<file path="src/rtl/uart_tx_arbiter.sv">
// -----------------------------------------------------------------------------
// uart_tx_arbiter
//   Shares one UART TX pin between two byte-stream requesters and serializes
//   the selected stream as 8N1 (8E1 when UART_ARB_PARITY_EN is defined).
//   Requester 0 is the core UART, requester 1 the debug/boot-monitor stream.
//   Grant is held per line: it is released only after the owner's EOL byte is
//   accepted, or after the owner has been idle for HOLD_TIMEOUT cycles, so
//   text lines from the two sources never interleave.
//
// Optional feature macro: UART_ARB_PARITY_EN
//   Inserts an even-parity bit between the data bits and the stop bit.
//
// Ports:
//   clk                 system clock
//   reset               asynchronous reset, active-high
//   req0_valid/_data    requester 0 byte offer
//   req0_ready          requester 0 byte accepted this cycle (combinational)
//   req1_valid/_data    requester 1 byte offer
//   req1_ready          requester 1 byte accepted this cycle (combinational)
//   tx                  serial output, idle high
//   busy                a frame is in progress
//   grant               one-hot current owner, 2'b00 = none
// -----------------------------------------------------------------------------
module uart_tx_arbiter #(
  parameter int         BAUD_DIV     = 868,
  parameter int         HOLD_TIMEOUT = 4096,
  parameter logic [7:0] EOL_CHAR     = 8'h0A
) (
  input  logic       clk,
  input  logic       reset,
  input  logic       req0_valid,
  input  logic [7:0] req0_data,
  output logic       req0_ready,
  input  logic       req1_valid,
  input  logic [7:0] req1_data,
  output logic       req1_ready,
  output logic       tx,
  output logic       busy,
  output logic [1:0] grant
);

  localparam int CNT_W = $clog2(BAUD_DIV);
  localparam int TO_W  = $clog2(HOLD_TIMEOUT + 1);

  localparam logic [CNT_W-1:0] BAUD_LAST = CNT_W'(BAUD_DIV - 1);
  localparam logic [TO_W-1:0]  TO_LAST   = TO_W'(HOLD_TIMEOUT - 1);
  localparam logic [TO_W-1:0]  TO_MAX    = TO_W'(HOLD_TIMEOUT);

  typedef enum logic [2:0] {
    S_IDLE,
    S_START,
    S_DATA,
`ifdef UART_ARB_PARITY_EN
    S_PARITY,
`endif
    S_STOP
  } state_t;

  state_t           r_state;
  state_t           w_state_next;
  logic [CNT_W-1:0] r_baud_cnt;
  logic [2:0]       r_bit_idx;
  logic [7:0]       r_shift;
  logic [TO_W-1:0]  r_idle_cnt;
  logic [1:0]       r_grant;
  logic             r_last_owner;   // 0 = req0 owned last, 1 = req1
`ifdef UART_ARB_PARITY_EN
  logic             r_parity;
`endif

  logic       w_idle;
  logic       w_baud_done;
  logic       w_rdy0;
  logic       w_rdy1;
  logic       w_accept;
  logic [7:0] w_acc_data;
  logic       w_owner_valid;
  logic       w_owner_idle;
  logic       w_timeout;
  logic       w_eol;

  assign w_idle      = (r_state == S_IDLE);
  assign w_baud_done = !w_idle && (r_baud_cnt == BAUD_LAST);

  // Grant is one-hot, so at most one ready can be high, and never mid-frame.
  assign w_rdy0     = w_idle & r_grant[0] & req0_valid;
  assign w_rdy1     = w_idle & r_grant[1] & req1_valid;
  assign w_accept   = w_rdy0 | w_rdy1;
  assign w_acc_data = r_grant[1] ? req1_data : req0_data;
  assign w_eol      = w_accept && (w_acc_data == EOL_CHAR);

  // Only the owner's valid feeds the hold timer; the other requester is ignored.
  assign w_owner_valid = (r_grant[0] & req0_valid) | (r_grant[1] & req1_valid);
  assign w_owner_idle  = w_idle & (|r_grant) & ~w_owner_valid;
  assign w_timeout     = w_owner_idle && (r_idle_cnt == TO_LAST);

  assign req0_ready = w_rdy0;
  assign req1_ready = w_rdy1;
  assign grant      = r_grant;

  // ---------------------------------------------------------------------------
  // FSM state register
  // ---------------------------------------------------------------------------
  // NOTE: sequential state uses non-blocking assignments so every register
  // samples pre-edge values regardless of process ordering.
  always_ff @(posedge clk or posedge reset) begin
    if (reset) r_state <= S_IDLE;
    else       r_state <= w_state_next;
  end

  // ---------------------------------------------------------------------------
  // FSM next-state logic
  // ---------------------------------------------------------------------------
  // NOTE: every combinational output gets a default first so no path can
  // leave it unassigned and infer a latch.
  always_comb begin
    w_state_next = r_state;
    case (r_state)
      S_IDLE:  if (w_accept)    w_state_next = S_START;
      S_START: if (w_baud_done) w_state_next = S_DATA;
      S_DATA: begin
        if (w_baud_done && (r_bit_idx == 3'd7)) begin
`ifdef UART_ARB_PARITY_EN
          w_state_next = S_PARITY;
`else
          w_state_next = S_STOP;
`endif
        end
      end
`ifdef UART_ARB_PARITY_EN
      S_PARITY: if (w_baud_done) w_state_next = S_STOP;
`endif
      S_STOP:  if (w_baud_done) w_state_next = S_IDLE;
      default: w_state_next = S_IDLE;
    endcase
  end

  // ---------------------------------------------------------------------------
  // FSM outputs: tx derives from state only, so an async reset forces it high
  // immediately.
  // ---------------------------------------------------------------------------
  always_comb begin
    tx   = 1'b1;
    busy = 1'b1;
    case (r_state)
      S_IDLE:   busy = 1'b0;
      S_START:  tx   = 1'b0;
      S_DATA:   tx   = r_shift[0];
`ifdef UART_ARB_PARITY_EN
      S_PARITY: tx   = r_parity;
`endif
      S_STOP:   tx   = 1'b1;
      default: begin
        tx   = 1'b1;
        busy = 1'b0;
      end
    endcase
  end

  // ---------------------------------------------------------------------------
  // Bit timing and shift register
  // ---------------------------------------------------------------------------
  always_ff @(posedge clk or posedge reset) begin
    if (reset) begin
      r_baud_cnt <= '0;
      r_bit_idx  <= '0;
      r_shift    <= '0;
`ifdef UART_ARB_PARITY_EN
      r_parity   <= 1'b0;
`endif
    end else begin
      if (w_idle || w_baud_done) r_baud_cnt <= '0;
      else                       r_baud_cnt <= r_baud_cnt + CNT_W'(1);

      if (w_accept) begin
        r_shift   <= w_acc_data;
        r_bit_idx <= '0;
`ifdef UART_ARB_PARITY_EN
        r_parity  <= ^w_acc_data;
`endif
      end else if ((r_state == S_DATA) && w_baud_done) begin
        // LSB first; the index wraps to 0 after the eighth bit.
        r_shift   <= {1'b0, r_shift[7:1]};
        r_bit_idx <= r_bit_idx + 3'd1;
      end
    end
  end

  // ---------------------------------------------------------------------------
  // Arbitration, grant hold and release
  // ---------------------------------------------------------------------------
  always_ff @(posedge clk or posedge reset) begin
    if (reset) begin
      r_grant      <= 2'b00;
      r_last_owner <= 1'b1;   // req0 wins the first contest
      r_idle_cnt   <= '0;
    end else if (r_grant == 2'b00) begin
      r_idle_cnt <= '0;
      // Round robin: on contention the requester that did not own last wins.
      if (req0_valid && (!req1_valid || r_last_owner)) r_grant <= 2'b01;
      else if (req1_valid)                             r_grant <= 2'b10;
    end else if (w_eol || w_timeout) begin
      r_grant      <= 2'b00;
      r_last_owner <= r_grant[1];
      r_idle_cnt   <= '0;
    end else if (w_owner_idle) begin
      if (r_idle_cnt != TO_MAX) r_idle_cnt <= r_idle_cnt + TO_W'(1);
    end else begin
      r_idle_cnt <= '0;
    end
  end

endmodule

</file>
<file path="config.mk">
export PLATFORM = sky130hd
export DESIGN_NAME = uart_tx_arbiter
export DESIGN_NICKNAME = d
export VERILOG_FILES = /design/src/rtl/uart_tx_arbiter.sv
export SDC_FILE = /design/constraint.sdc
export NUM_CORES = 1
export LEC_CHECK = 0
export CORE_MARGIN = 1
export CORE_UTILIZATION = 40
export CTS_CLUSTER_SIZE = 30
export DETAILED_ROUTE_END_ITERATION = 10
export DONT_BUFFER_PORTS = 1
export SLEW_MARGIN = 40
export SYNTH_ARGS = -nofsm -noshare
export SYNTH_HDL_FRONTEND = slang
export SYNTH_SLANG_ARGS = --single-unit
export TNS_END_PERCENT = 10
</file>
<file path="constraint.sdc">
create_clock -name clk -period 4.22 [get_ports clk]
set_input_delay 0.844 -clock clk [delete_from_list [all_inputs] [get_ports clk]]
set_output_delay 0.844 -clock clk [all_outputs]
set_load 0.005 [all_outputs]
</file>
==> impl_metrics.csv <==
group,metric,value,unit
setup_path,r2r_slack,1.91,ns
sta,setup_viol_count_final,0,
place,hpwl,2.94,mm
die,start_util,0.418,
logic_synthesis,synth-edff-count,0,
sta,rsz0062_at_grt,"false",
sta,hold_slack,0.483,ns
place,dp.cells,288,
die,die_w,75.3,um
cells_and_area,ff_latch_area,977,um2
setup_path,cp.required,3.38,ns
detailed_routing,drc,0,
hold_path,hold_start,"r_shift[5]",
place,port_buffers,0,
sta,fin_setup_tns,0,ns
hold_path,hp-class,"flop to flop",
setup_path,end_kind,"primary output",
logic_synthesis,ys_seq_area_frac,0.455,
logic_synthesis,yosys-top-cells-area,"dfrtp_1, ha_1, nor2_1",
sta,post-route-min-period,2.44,ns
logic_synthesis,synth.avg_cell_area,9.68,um2
global_routing,grt_pass1_wl,6.51,mm
detailed_routing,first_pass_iters,4,
detailed_routing,drt-initial-drc-count,88,
cells_and_area,antennaDiodeCount,0,
power_and_ir_drop,leakagePower,0.00100,uW
power_and_ir_drop,power,1180,uW
logic_synthesis,yosys.area.top_type,"dfrtp_1",
global_routing,grt_remaining_overflow,0,
sta,timing.fmax,410,MHz
power_and_ir_drop,ir_worst_vdd,0.201,mV
global_routing,grt_max_degree,40,
cells_and_area,syn_to_final_growth,6.81,%
clocking,post_cts_buffers,0,
sta,worst_slew_pin_slew,0.706,ns
setup_path,crit_fanout,17,
logic_synthesis,netlist_area,2150,um2
clocking,clock_latency,0.30,ns
cells_and_area,finalNonFillerCells,296,
setup_path,r2r-start,"r_state[0]",
logic_synthesis,yosysMostFrequentCell,"dfrtp_1",
detailed_routing,drt-total-wl,3.99,mm
cells_and_area,drive_gt1_frac,0.0841,
sta,hold_violations,0,
die,io_pins,26,
die,die_y,75.3,um
global_routing,antenna_found_initial,0,
cells_and_area,fillers,537,
sta,skew,0.0109,ns
place,place_congestion,0.753,
logic_synthesis,netlist_instances,222,
logic_synthesis,yosysTopAreaCellShare,0.443,
logic_synthesis,yosys_warnings,0,
clocking,cts_tree,"built",
cells_and_area,multi_input_area,1090,um2
die,rows,26,
clocking,clock-sinks,39,
clocking,cts_resized,0,
sta,slew_headroom,0.528,
setup_path,critPathLaunchType,"flop",
logic_synthesis,async_flop_share,1.00,
setup_path,r2r_end,"r_shift[3]",
die,core,5140,um2
clocking,hold_buffers,0,
power_and_ir_drop,power_per_cell_area,514,nW/um2
logic_synthesis,synth_top_flop_cell,"dfrtp_1",
logic_synthesis,synth_fp_nets,251,
global_routing,grt_pass1_vias,1363,
clocking,clkTransAtPathRegs,0.08,ns
detailed_routing,vias,1543,
run,drv_cap,0,
setup_path,arrival,1.60,ns
detailed_routing,vias_per_cell,5.21,
setup_path,endpoint,"req1_ready",
setup_path,r2r_cells,7,
clocking,htree_levels,2,
logic_synthesis,synth.distinct_cells,42,
logic_synthesis,yosys-top-cells-count,"dfrtp_1, nor2_1, inv_1",
setup_path,worstSetupPathType,"flop to primary output",
logic_synthesis,ys_ff_latch,39,
clocking,cts_root_buffer,"clkbuf_8",
cells_and_area,final_nets,254,
sta,fin_crit_sh,0.578,
detailed_routing,ant_nets,0,
clocking,ctsLongestPathBuffers,2,
sta,maxSlewViolCount,0,
die,dieArea,5670,um2
run_status,status,"complete, no violations",
clocking,cts_made_buffers,5,
global_routing,grt_use_total,0.160,
setup_path,cp-startpoint,"grant[1]",
detailed_routing,routedWlPerCell,13.5,um
-- cell type report --
| type | instances | area share |
|---|---|---|
| multi-input cells | 163 | 0.473 |
| flip-flops and latches | 39 | 0.426 |
| well taps | 70 | 0.0382 |
| clock buffers | 8 | 0.0349 |
| inverters | 15 | 0.0245 |
| repair buffers | 1 | 0.00327 |
-- registers in the layout (all words and copies together) (netlist names) --
| signal | count |
|---|---|
| r_idle_cnt | 13 |
| r_baud_cnt | 10 |
| r_shift | 8 |
| r_bit_idx | 3 |
| grant | 2 |
| r_state | 2 |
| r_last_owner | 1 |
-- power by group --
group          leakage, uW  total [uW]  switching, uW  internal [uW]
Combinational     0.000451         394            226            168
Clock            0.0000395         244            126            117
Sequential        0.000513         541           85.6            456
-- placed cells by master, fill, tap and decap left out, types with 2 or more instances in the layout --
cell type  instances
clkbuf_1           3
o2bb2ai_1          2
or2_2              3
xor2_1             6
o21ai_0           14
ha_1               9
xnor2_1           11
nor2b_1            2
and3_1             4
mux2i_1            7
nand2b_1           2
a21oi_1            5
nor2_1            30
clkbuf_8           5
nor3_1            10
nand2_1           13
or3_1              3
nor4_1             4
inv_1             15
a211oi_1           3
nand4_1            4
nand3_1           11
a21o_1             4
dfrtp_1           38
-- stage by stage --
step	worst slack [ns]	cell area, um2	utilization
2_1_floorplan	2.09	2150	-
3_3_place_gp	1.92	2210	0.431
3_5_place_dp	1.92	2210	0.431
4_1_cts	1.74	2290	0.446
5_1_grt	1.66	2290	0.446
6_report	1.78	2290	0.446
-- routing by layer --
layer  wire, um  global-route usage  share of wire
met5          0                   0              0
met1       1900               0.206           0.48
met3        274              0.0629          0.069
met2       1740               0.236           0.44
met4         81              0.0741          0.020
-- worst max-delay path, stage by stage (launching register included) --
cell	delay (ns)
dfrtp_1	0.79
inv_1	0.15
nor3_1	0.36
-- kinds of logic (layout without fill, tap and decap cells) --
family / Yosys count / count (layout) / synth area share
xor+xnor: 17 / 17 / 0.0693
buf+inv: 20 / 24 / 0.0396
compound gates: 35 / 35 / 0.119
mux: 8 / 8 / 0.0379
simple gates: 94 / 94 / 0.227
fa+ha+maj: 9 / 9 / 0.0524
flops: 39 / 39 / 0.455
-- worst min path at each step --
stage / to / cells past startpoint / slack [ns]
6_report: r_shift[5] / 1 / 0.48
3_5_place_dp: r_shift[5] / 1 / 0.47
4_1_cts: r_shift[5] / 1 / 0.49
2_1_floorplan: r_shift[0] / 2 / 0.45
5_1_grt: r_shift[4] / 1 / 0.51
3_3_place_gp: r_shift[5] / 1 / 0.46
No activity file was read; power rests on OpenSTA's default activity.
